`config.mk`:
```
export PLATFORM = sky130hd
export DESIGN_NAME = op_sequencer
export DESIGN_NICKNAME = d
export VERILOG_FILES = /design/src/rtl/op_sequencer.sv
export SDC_FILE = /design/constraint.sdc
export NUM_CORES = 1
export LEC_CHECK = 0
export CORE_MARGIN = 8
export CORE_UTILIZATION = 35
export CTS_CLUSTER_DIAMETER = 150
export DETAILED_ROUTE_END_ITERATION = 6
export GPL_ROUTABILITY_DRIVEN = 0
export PLACE_DENSITY = 0.77
export SYNTH_ARGS = -nofsm -noshare
export SYNTH_HDL_FRONTEND = slang
export SYNTH_SLANG_ARGS = --single-unit
```
`constraint.sdc`:
```
create_clock -name clk -period 2.2 [get_ports clk]
set_input_delay 0.44 -clock clk [delete_from_list [all_inputs] [get_ports clk]]
set_output_delay 0.44 -clock clk [all_outputs]
set_load 0.02 [all_outputs]
```
`src/rtl/op_sequencer.sv`:
```
// op_sequencer: host-side initiator for the matrix controller command port.
// Latency: a command accepted in cycle T drives ctl_operation from T+1; read words
//   appear on rd_data RD_LAT+1 cycles after the matching phase cycle starts.
// Backpressure: cmd_ready only in IDLE; wr_ready only in WRITE (bubbles freeze the
//   controller through ctl_enable); the read stream has no backpressure.
//
// Ports:
//   clk, reset            clock, synchronous active-high reset
//   cmd_valid/ready/data  host command stream ([3:0] opcode, [19:4] operands)
//   wr_valid/ready/data   host write-data stream for serial page writes
//   rd_valid/rd_data      host read-data stream for serial page reads
//   ctl_operation/in_data/enable, ctl_out_data   matrix controller command port
//   busy, done            status: not idle, one-cycle pulse on phase end
//   stall_cnt             only when OP_SEQ_STALL_CNT_EN is defined: WRITE bubbles

module op_sequencer #(
  parameter int PAGE_WORDS  = 64,
  parameter int MULT_CYCLES = 160,
  parameter int RD_LAT      = 1
) (
  input  logic        clk,
  input  logic        reset,
  input  logic        cmd_valid,
  output logic        cmd_ready,
  input  logic [31:0] cmd_data,
  input  logic        wr_valid,
  output logic        wr_ready,
  input  logic [31:0] wr_data,
  output logic        rd_valid,
  output logic [31:0] rd_data,
  output logic [31:0] ctl_operation,
  output logic [31:0] ctl_in_data,
  output logic        ctl_enable,
  input  logic [31:0] ctl_out_data,
`ifdef OP_SEQ_STALL_CNT_EN
  output logic [15:0] stall_cnt,
`endif
  output logic        busy,
  output logic        done
);

  typedef enum logic [2:0] {
    IDLE,
    MULT,
    WRITE,
    READ,
    GAP
  } state_t;

  localparam logic [10:0] MULT_LAST = 11'(MULT_CYCLES - 1);
  localparam logic [10:0] PAGE_LAST = 11'(PAGE_WORDS - 1);
  localparam logic [10:0] READ_LAST = 11'(PAGE_WORDS + RD_LAT - 1);

  state_t      state;
  logic [10:0] cnt;
  logic        in_write;

  // Reset is folded into the combinational outputs so they take their reset
  // values even in the reset cycle itself, regardless of the old state.
  assign in_write    = (state == WRITE) && !reset;
  assign cmd_ready   = (state == IDLE) && !reset;
  assign wr_ready    = in_write;
  assign ctl_in_data = in_write ? wr_data : 32'd0;
  // Dropping enable on a write bubble stalls the controller in place.
  assign ctl_enable  = in_write ? wr_valid : 1'b1;
  assign busy        = (state != IDLE);

  always_ff @(posedge clk) begin
    if (reset) begin
      state         <= IDLE;
      cnt           <= 11'd0;
      ctl_operation <= 32'd0;
      rd_valid      <= 1'b0;
      rd_data       <= 32'd0;
      done          <= 1'b0;
    end else begin
      done     <= 1'b0;
      rd_valid <= 1'b0;
      case (state)
        IDLE: begin
          cnt <= 11'd0;
          if (cmd_valid) begin
            case (cmd_data[3:0])
              4'd1: begin
                state         <= MULT;
                ctl_operation <= cmd_data;
              end
              4'd2: begin
                state         <= WRITE;
                ctl_operation <= cmd_data;
              end
              4'd3: begin
                state         <= READ;
                ctl_operation <= cmd_data;
              end
              default: begin
                // Unknown opcode: nothing is issued, the phase ends at once.
                state <= GAP;
                done  <= 1'b1;
              end
            endcase
          end
        end

        MULT: begin
          if (cnt == MULT_LAST) begin
            state         <= GAP;
            ctl_operation <= 32'd0;
            done          <= 1'b1;
            cnt           <= 11'd0;
          end else begin
            cnt <= cnt + 11'd1;
          end
        end

        WRITE: begin
          // Count only real beats; bubbles leave the page position unchanged.
          if (wr_valid) begin
            if (cnt == PAGE_LAST) begin
              state         <= GAP;
              ctl_operation <= 32'd0;
              done          <= 1'b1;
              cnt           <= 11'd0;
            end else begin
              cnt <= cnt + 11'd1;
            end
          end
        end

        READ: begin
          // The first RD_LAT phase cycles only fill the controller's read path.
          if (int'(cnt) >= RD_LAT) begin
            rd_valid <= 1'b1;
            rd_data  <= ctl_out_data;
          end
          if (cnt == READ_LAST) begin
            state         <= GAP;
            ctl_operation <= 32'd0;
            done          <= 1'b1;
            cnt           <= 11'd0;
          end else begin
            cnt <= cnt + 11'd1;
          end
        end

        GAP: begin
          // One idle-opcode cycle re-arms the controller's multiply edge detector.
          state <= IDLE;
          cnt   <= 11'd0;
        end

        default: begin
          state         <= IDLE;
          cnt           <= 11'd0;
          ctl_operation <= 32'd0;
        end
      endcase
    end
  end

`ifdef OP_SEQ_STALL_CNT_EN
  always_ff @(posedge clk) begin
    if (reset) begin
      stall_cnt <= 16'd0;
    end else if (state == WRITE && !wr_valid && stall_cnt != 16'hFFFF) begin
      stall_cnt <= stall_cnt + 16'd1;
    end
  end
`endif

endmodule

```
==> summary.md <==
| Metric | Value |
|---|---|
| Area taken by multi-input logic gates | `about 2000 um^2` |
| Ant. Diodes | `0` |
| Fin crit period | `between 2 and 2.5 ns` |
| Mapped Nets | `541` |
| Worst-path cell chain | `or4_4 -> or4b_4 -> a211o_4 -> clkbuf_16 -> mux2i_1` |
| Post-DP HPWL | `9500 um` |
| Hold depth | `2` |
| PD cells | `~520 nW/um^2` |
| Family with the most delay on the worst path | `simple AND/OR/NAND/NOR gates` |
| Post-cts hold buffer count | `0` |
| Crit path from | `cnt[9]` |
| Post-layout nets | `between 700 and 800` |
| Clock sink count | `80` |
| Synth warnings | `0` |
| Initial DRC Count | `207` |
| Pins over their slew limit | `0` |
| Post-Syn Area | `between 3000 and 4000 um^2` |
| Max Cap Violations | `0` |
| Routed via count | `3799` |
| Relative slew slack | `0.582` |
| Post-synth top area share | `0.440` |
| Die Wd | `118 um` |
| Vias in the first global route | `~3800` |
| Most frequent cells in the layout | `clkdlybuf4s50_1, nand2_1, dfxtp_1` |
| Bufs and invs on worst path | `1` |
| Final instance area | `about 6300 um^2` |
| Top post-synthesis cells by area | `dfxtp_1, nand2_1, mux2i_1` |
| GRT Overall Usage | `0.176` |
| Critical Path RT | `2.42 ns` |
| Total power | `about 3.3 mW` |
| Largest stage delay, worst path | `around 0.56 ns` |
| Htree depth | `3` |
| Leak | `2.51 nW` |
| Placement Rows | `37` |
| Skew-Pair Late Insertion Delay | `around 0.33 ns` |
| Clock transition at the registers of the reported paths | `roughly 0.09 ns` |
| Worst Setup Slack, final | `-0.0428 ns` |
| Post-synthesis async set-or-reset flop share | `0` |
| CTS buffer count | `9` |
| Failing checks | `setup timing` |
| Status | `finished with violations` |
| Final wirelength | `approximately 13000 um` |
| Layout cells sized above 1 | `0.173` |
| GRT Residual Overflow | `0` |
| First-pass GRT wire length | `20300 um` |
| Die area | `between 10000 and 15000 um^2` |
| Fill cell count | `852` |
| CP max FO | `7` |
| Worst Path Arrival | `about 2.5 ns` |
| Cells after synthesis | `about 440` |
| Fin Clk Skew | `between 0.009 and 0.01 ns` |
| Via density | `between 4 and 5` |
| Starting Density | `0.356` |
| Number of synthesized flops with an enable pin | `0` |
| Final Cycle Share | `1.02` |
| Worst Setup End Kind | `register` |
| Fmax | `roughly 0.45 GHz` |
| Hold Crit Endpoint | `rd_data[14]` |
| Synth Flop Type | `dfxtp_1` |
| Hold Path Class | `register to register` |
| Final setup vio count | `38` |
| Part of the Yosys area used for sequential elements | `0.440` |
| DP Area | `between 5000 and 6000 um^2` |
| Core area | `between 10000 and 15000 um^2` |
| Reg-to-reg endpoint | `ctl_operation[16]` |
| Clk root buf | `clkbuf_8` |
| Detail Route Antenna Nets | `0` |
| Commonest non-fill, non-tap cell in the layout | `clkdlybuf4s50_1` |
| CTS tree | `yes` |
| Distinct cells, synth | `42` |
| Peak supply drop | `about 290 uV` |
| CP max-delay cell | `or4_4` |
| Sequential cell area | `roughly 1600 um^2` |
| DR WL/cell | `approximately 17 um` |
| IO Port Bufs | `around 200` |
| Antenna violations before repair | `0` |
| Final hold violation count | `0` |
| Critical R2R Launch | `cnt[9]` |
| Unrepaired setup endpoints after global routing | `yes` |
| Io pins | `202` |
| Drt pass-1 iters | `4` |
| Kind of critical path | `register to register` |
| R2R cell count | `5` |
| Startpoint types | `register` |
| Yosys reg bits | `80` |
| Area leader, netlist | `dfxtp_1` |
| Avg Cell Area, Syn | `about 8.3 um^2` |
| Residual DRC count | `0` |
| HP Start | `rd_data[14]` |
| Tightest Pin Transition | `~0.62 ns` |
| Largest net degree at the start of global routing | `just over 50` |
| Layout area overhead | `73.5%` |
| Longest Clk Path Bufs | `2` |
| Die height | `between 100 and 150 um` |
| R2R setup slack | `-0.04 ns` |
tightest hold or removal path, delay by kind of cell, from the launching register on:
family          cells  cell delay, ns
compound gates      1            0.05
flops               1            0.32
simple gates        1            0.05
cells by family after synthesis:
logic type	synth area share
buf+inv	0.0557
compound gates	0.0886
fa+ha+maj	0.0103
flops	0.440
mux	0.0824
simple gates	0.311
xor+xnor	0.0120
flip-flops by register name, indices dropped and copies added, names as in the netlist:
name           cells
cnt               11
ctl_operation     32
done               1
rd_data           32
rd_valid           1
state              3
area by class of cell:
class,instances,area share
Sequential cell,80,0.254
Multi-Input combinational cell,322,0.308
Clock buffer,11,0.0208
Tap cell,136,0.0269
Clock inverter,5,0.0129
Timing Repair Buffer,235,0.375
Inverter,5,0.00297
per-layer routing:
layer	vias up	wire [um]	GRT usage	part of all wire
met3	13	1000	0.0647	0.076
met1	1766	5580	0.209	0.42
met5	-	0	0	0
met4	0	152	0.0504	0.012
met2	131	6400	0.290	0.49
li1	1889	-	-	-
through the flow:
stage	cells	hold slack (ns)	TNS, ns	utilization	setup WS (ns)
6_report	794	0.457	-0.651	0.618	-0.0428
3_3_place_gp	771	0.441	-5.31	0.577	-0.549
5_1_grt	794	0.477	-3.96	0.618	-0.0906
4_1_cts	788	0.459	-1.64	0.592	-0.109
3_5_place_dp	771	0.447	-5.84	0.577	-0.543
2_1_floorplan	438	0.474	0	-	0.0267
how the worst max path moves through the flow:
| stage | to | slack (ns) | cells past startpoint |
|---|---|---|---|
| floorplan | ctl_in_data[22] | 0.03 | 5 |
| global placement | ctl_enable | -0.55 | 5 |
| detailed placement | ctl_enable | -0.54 | 5 |
| CTS | ctl_in_data[5] | -0.11 | 5 |
| global route | ctl_operation[12] | -0.09 | 6 |
| finish | ctl_operation[16] | -0.04 | 5 |
report_power, final:
part / leakage (nW) / switching (mW) / internal [mW] / total [mW]
Combinational: 1.76 / 0.255 / 0.362 / 0.617
Clock: 0.104 / 0.536 / 0.641 / 1.18
Sequential: 0.648 / 0.0199 / 1.49 / 1.51
what timing repair did:
action                                 CTS  global route
cloned                                   1             4
endpoints found under the hold margin    0             0
setup endpoints to repair               68            96
buffers inserted                         0             2
gates resized for setup                162            56
pin swaps                                2             7
synth_stat cells (3+ instances only):
library cell,n
nor3_1,12
a21oi_1,37
mux2i_1,30
and2_1,32
o21ai_0,4
clkbuf_1,23
or4_1,3
or3_1,3
nor2_1,16
dfxtp_1,80
ha_1,3
inv_1,5
buf_12,3
nand2_1,104
nand2b_1,30
or3b_2,3
nor4_1,5
nand3_1,10
xnor2_1,5
No activity file was read; power rests on OpenSTA's default activity.
==> variant 1, RTL diff (config.mk and constraints unchanged) <==
Re-encode `state_t` (5 states) as one-hot, 5 bits wide.
--- a/src/rtl/op_sequencer.sv
+++ b/src/rtl/op_sequencer.sv
@@ -39,12 +39,12 @@
   output logic        done
 );
 
-  typedef enum logic [2:0] {
-    IDLE,
-    MULT,
-    WRITE,
-    READ,
-    GAP
+  typedef enum logic [4:0] {
+    IDLE  = 5'b00001,
+    MULT  = 5'b00010,
+    WRITE = 5'b00100,
+    READ  = 5'b01000,
+    GAP   = 5'b10000
   } state_t;
 
   localparam logic [10:0] MULT_LAST = 11'(MULT_CYCLES - 1);
Behaviour: same outputs for any inputs over 4 cycles, from zero or initial values and one cycle with reset high; so few cycles prove little.
==> variant 1 against the unedited design <==
  * First-iteration DRC count fell by 8.2%
  * Sequential cell count rose by 2
  * Design area fell by 2.9%
  * Synthesized cell count rose by 1.8%
  * Critical path depth did not move
  * Total power rose by 12%
  * Sequential share of layout area rose by 1.4 points
  * Combinational power rose by 42%
  * Setup slack improved by 0.15 ns
  * Register-to-register slack improved by 0.17 ns
  * Synthesized area rose by 2.9%
  * Wire length fell by 3.0%
  * Largest power group unchanged
==> variant 1: results (changes against the unedited design) <==
Slew @ Worst Pin - 0.6899 ns (+0.06491 ns)
Routed WL - 12,740 µm (-3.0%)
vias - 3,814 (+0.39%)
commonest cells in the netlist - nand2_1 (104), dfxtp_1 (82), and2_1 (35)
global-route wire length before repair - 19,910 µm (-1.7%)
Worst path top cell family by delay - simple AND/OR/NAND/NOR gates
DRT iter0 DRCs - 190 (-8.2%)
Worst Path Arrival - 1.65 ns (-0.81 ns)
dpl cells - 782 (+1.4%)
Mapped Nets - 549 (+1.5%)
largest net degree at the start of global routing - 66 (+29%)
worst-case clock skew - 0.006305 ns (-0.002884 ns)
met2 GRT Util - 0.2843 (-0.005429)
via/cell ratio - 4.779 (-0.11%)
Seq/Total Area, Yosys - 0.4382 (-0.001502)
largest stage delay on the critical path - 0.32 ns (-0.24 ns)
M1 GR Usage - 0.1925 (-0.01644)
asr flop ratio synth - 0 (unchanged)
hold crit path type - reg2reg
FF-to-FF End - ctl_operation[1]$_SDFFE_PP0P_
cell count after synthesis - 446 (+1.8%)
flop2flop setup slack - 0.13 ns (+0.17 ns)
R2R depth - 8 (+3)
ranking of synthesized cells by area - dfxtp_1 (44%), nand2_1 (10%), mux2i_1 (8.3%), and2_1 (5.8%), nand2b_1 (5.5%)
CTS root buf - clkbuf_8
Total GRT Usage - 0.1702 (-0.005440)
DP HPWL - 9626 µm (+1.4%)
met1 wire length - 5271 µm (-5.5%)
crit path from - state[2]$_SDFFE_PP0P_
routed wl met3 - 1188 µm (+18%)
reg2reg start - cnt[0]$_SDFFE_PP0N_
status - finished, final reports clean
slowest library cell on the worst path - dfxtp_1
NetSw - 0.0009769 W (+21%)
static leakage - 2.419 nW (-3.8%)
layout cells sized above 1 - 0.1450 (-0.02824)
worst skew pair latency - 0.35 ns (+0.02 ns)
Yosys cell types - 41 (-2.4%)
area share of the largest cell type after synthesis - 0.4382 (-0.001502)
Max rail drop VDD - 0.3606 mV (+25%)
final net count - 761 (+0.66%)
Met2 Wirelength - 6066 µm (-5.2%)
met3 Use GR - 0.06849 (+0.003745)
Worst Setup EP - cmd_ready
Layout fillers - 915 (+7.4%)
vias in the first global route - 3,816 (+0.95%)
==> variant 1: cell families after synthesis <==
logic type | Yosys count | share of synthesized area
simple gates | 227 | 0.3116
flops | 82 | 0.4382
compound gates | 55 | 0.08484
buf+inv | 37 | 0.04609
mux | 32 | 0.08584
xor+xnor | 10 | 0.02338
fa+ha+maj | 3 | 0.01002
==> variant 1: final cells by class <==
class | count | area, µm² | share of cell area
inverter | 7 | 26.28 | 0.004280
tap | 136 | 170.2 | 0.02772
clock buffer | 10 | 137.6 | 0.02242
clock inverter | 5 | 78.83 | 0.01284
timing repair buffer | 231 | 2117 | 0.3448
multi-input combinational | 327 | 1967 | 0.3204
sequential | 82 | 1643 | 0.2676
==> variant 1: worst register-to-register path: stages, from the launching register on <==
cell and delay (ns):
dfxtp_1 0.34, ha_1 0.16, and3_2 0.19, and2_1 0.18, a311oi_2 0.11, buf_4 0.18, nor4_4 0.25, buf_4 0.21
mux2_1 0.33
==> variant 1: through the flow <==
stage | hold WS, ns | power (W) | setup TNS, ns | worst slack (ns) | instance area [µm²]
final | 0.4560 | 0.003681 | 0 | 0.1072 | 6140
after global routing | 0.4832 | 0.003845 | 0 | 0.004797 | 6140
after CTS | 0.4582 | 0.003709 | 0 | 0.001811 | 6310
after detailed placement | 0.4462 | 0.002488 | -1.883 | -0.06160 | 6037
after global placement | 0.4408 | 0.002474 | -0.01356 | -0.01356 | 6037
after floorplan | 0.4938 | 0.002037 | 0 | 0.05985 | 3746
==> variant 1: what timing repair did <==
item / CTS / global route
pin swaps: 1 / 2
gates resized for setup: 107 / 40
gates cloned: 0 / 1
setup endpoints to repair: 36 / 39
==> variant 1: power groups by stage <==
| stage | registers, W | logic (W) | clock network (W) |
|---|---|---|---|
| 6_report | 0.00160 | 0.000875 | 0.00121 |
| 5_1_grt | 0.00161 | 0.000935 | 0.00130 |
| 4_1_cts | 0.00160 | 0.000860 | 0.00125 |
| 3_5_place_dp | 0.00163 | 0.000856 | 0 |
| 3_3_place_gp | 0.00163 | 0.000846 | 0 |
| 2_1_floorplan | 0.00172 | 0.000322 | 0 |
==> variant 1: worst min-delay path by stage <==
stage	startpoint	to	slack, ns
3_3_place_gp	rd_data[12]$_SDFFE_PP0P_	rd_data[12]$_SDFFE_PP0P_	0.44
5_1_grt	rd_data[15]$_SDFFE_PP0P_	rd_data[15]$_SDFFE_PP0P_	0.48
4_1_cts	rd_data[11]$_SDFFE_PP0P_	rd_data[11]$_SDFFE_PP0P_	0.46
2_1_floorplan	cnt[3]$_SDFFE_PP0N_	cnt[3]$_SDFFE_PP0N_	0.49
6_report	rd_data[11]$_SDFFE_PP0P_	rd_data[11]$_SDFFE_PP0P_	0.46
3_5_place_dp	rd_data[11]$_SDFFE_PP0P_	rd_data[11]$_SDFFE_PP0P_	0.45
==> variant 2, RTL diff (same flow settings) <==
Without the edit above. Build with the macro `OP_SEQ_STALL_CNT_EN` defined.
--- a/src/rtl/op_sequencer.sv
+++ b/src/rtl/op_sequencer.sv
@@ -12,6 +12,8 @@
 //   ctl_operation/in_data/enable, ctl_out_data   matrix controller command port
 //   busy, done            status: not idle, one-cycle pulse on phase end
 //   stall_cnt             only when OP_SEQ_STALL_CNT_EN is defined: WRITE bubbles
+
+`define OP_SEQ_STALL_CNT_EN
 
 module op_sequencer #(
   parameter int PAGE_WORDS  = 64,
Behaviour (old outputs only; new: stall_cnt): unchanged (Yosys induction, for registers that start in step).
==> variant 2 against the unedited design <==
  * The run now ends clean
  * Cell count up 12%
  * Setup slack improved by 0.11 ns
  * Design area rose by 13%
  * Count of clock-buffer cells in the layout up 1
  * Wire length up 7.7%
  * Synthesized area increased by 21%
  * Sequential cell count rose by 16
  * Total power grew 19%
  * Sequential power grew 21%
  * Clock skew down 0.0012 ns
  * Worst hold slack gained 0.019 ns
  * Critical path depth increased by 1
  * Critical path type is now in2out
  * Largest power group unchanged
==> variant 2: results (changes against the unedited design) <==
static leakage - 3.010 nW (+20%)
DP HPWL - 11,020 µm (+16%)
Max rail drop VDD - 0.3411 mV (+18%)
R2R depth - 6 (+1)
global-route wire length before repair - 22,840 µm (+13%)
M1 GR Usage - 0.1806 (-0.02831)
FF-to-FF End - stall_cnt[15]$_SDFFE_PP0P_
post-synthesis mux area share - 0.1439 (+0.06147)
Hold Path Sink - ctl_operation[0]$_SDFFE_PP0P_
critical-path maximum fanout - 2 (-5)
Adder-Cell Fraction of Synth Area - 0.01140 (+0.001094)
reg2reg start - state[0]$_SDFFE_PP0P_
vias in the first global route - 4,568 (+21%)
worst-case clock skew - 0.008000 ns (-0.001189 ns)
Total GRT Usage - 0.1734 (-0.002308)
minimum hold slack - 0.4768 ns (+0.01939 ns)
status - finished, final reports clean
slowest library cell on the worst path - or4b_4
utilization after layout - 0.5773 (-0.04041)
largest net degree at the start of global routing - 59 (+16%)
Worst Path Arrival - 1.69 ns (-0.77 ns)
Seq/Total Area, Yosys - 0.4377 (-0.001980)
commonest cells in the netlist - dfxtp_1 (96), mux2i_1 (62), nor2_1 (57)
routed wl met3 - 1255 µm (+25%)
Port Buffers - 217 (+8.0%)
vias - 4,263 (+12%)
DP Area - 6942 µm² (+18%)
Worst Hold Launch - ctl_operation[0]$_SDFFE_PP0P_
final net count - 814 (+7.7%)
met2 GRT Util - 0.3161 (+0.02637)
Mapped Nets - 587 (+8.5%)
ranking of synthesized cells by area - dfxtp_1 (44%), mux2i_1 (14%), nand2b_1 (5.0%), nor2_1 (4.9%), and2_1 (4.7%)
Met2 Wirelength - 7493 µm (+17%)
CTS root buf - clkbuf_16
-- variant 2: what timing repair did --
action	CTS	global route
endpoints found under the setup margin	39	50
cloned	1	0
pin swaps	2	1
setup buffers	1	0
resized for setup	50	60
-- variant 2: worst max-delay path by stage --
stage / from / to / cells past startpoint
finish: wr_valid / ctl_enable / 6
global route: state[2]$_SDFFE_PP0P_ / ctl_in_data[0] / 4
floorplan: wr_valid / stall_cnt[9]$_SDFFE_PP0P_ / 7
global placement: wr_valid / stall_cnt[11]$_SDFFE_PP0P_ / 7
detailed placement: wr_valid / stall_cnt[15]$_SDFFE_PP0P_ / 7
CTS: state[0]$_SDFFE_PP0P_ / ctl_enable / 5
-- variant 2: layout make-up --
| class | instances | share of cell area |
|---|---|---|
| clock buffer | 12 | 0.03439 |
| inverter | 7 | 0.003666 |
| clock inverter | 4 | 0.004190 |
| timing repair buffer | 246 | 0.3204 |
| multi-input combinational | 350 | 0.3390 |
| sequential | 96 | 0.2683 |
| tap | 172 | 0.03003 |
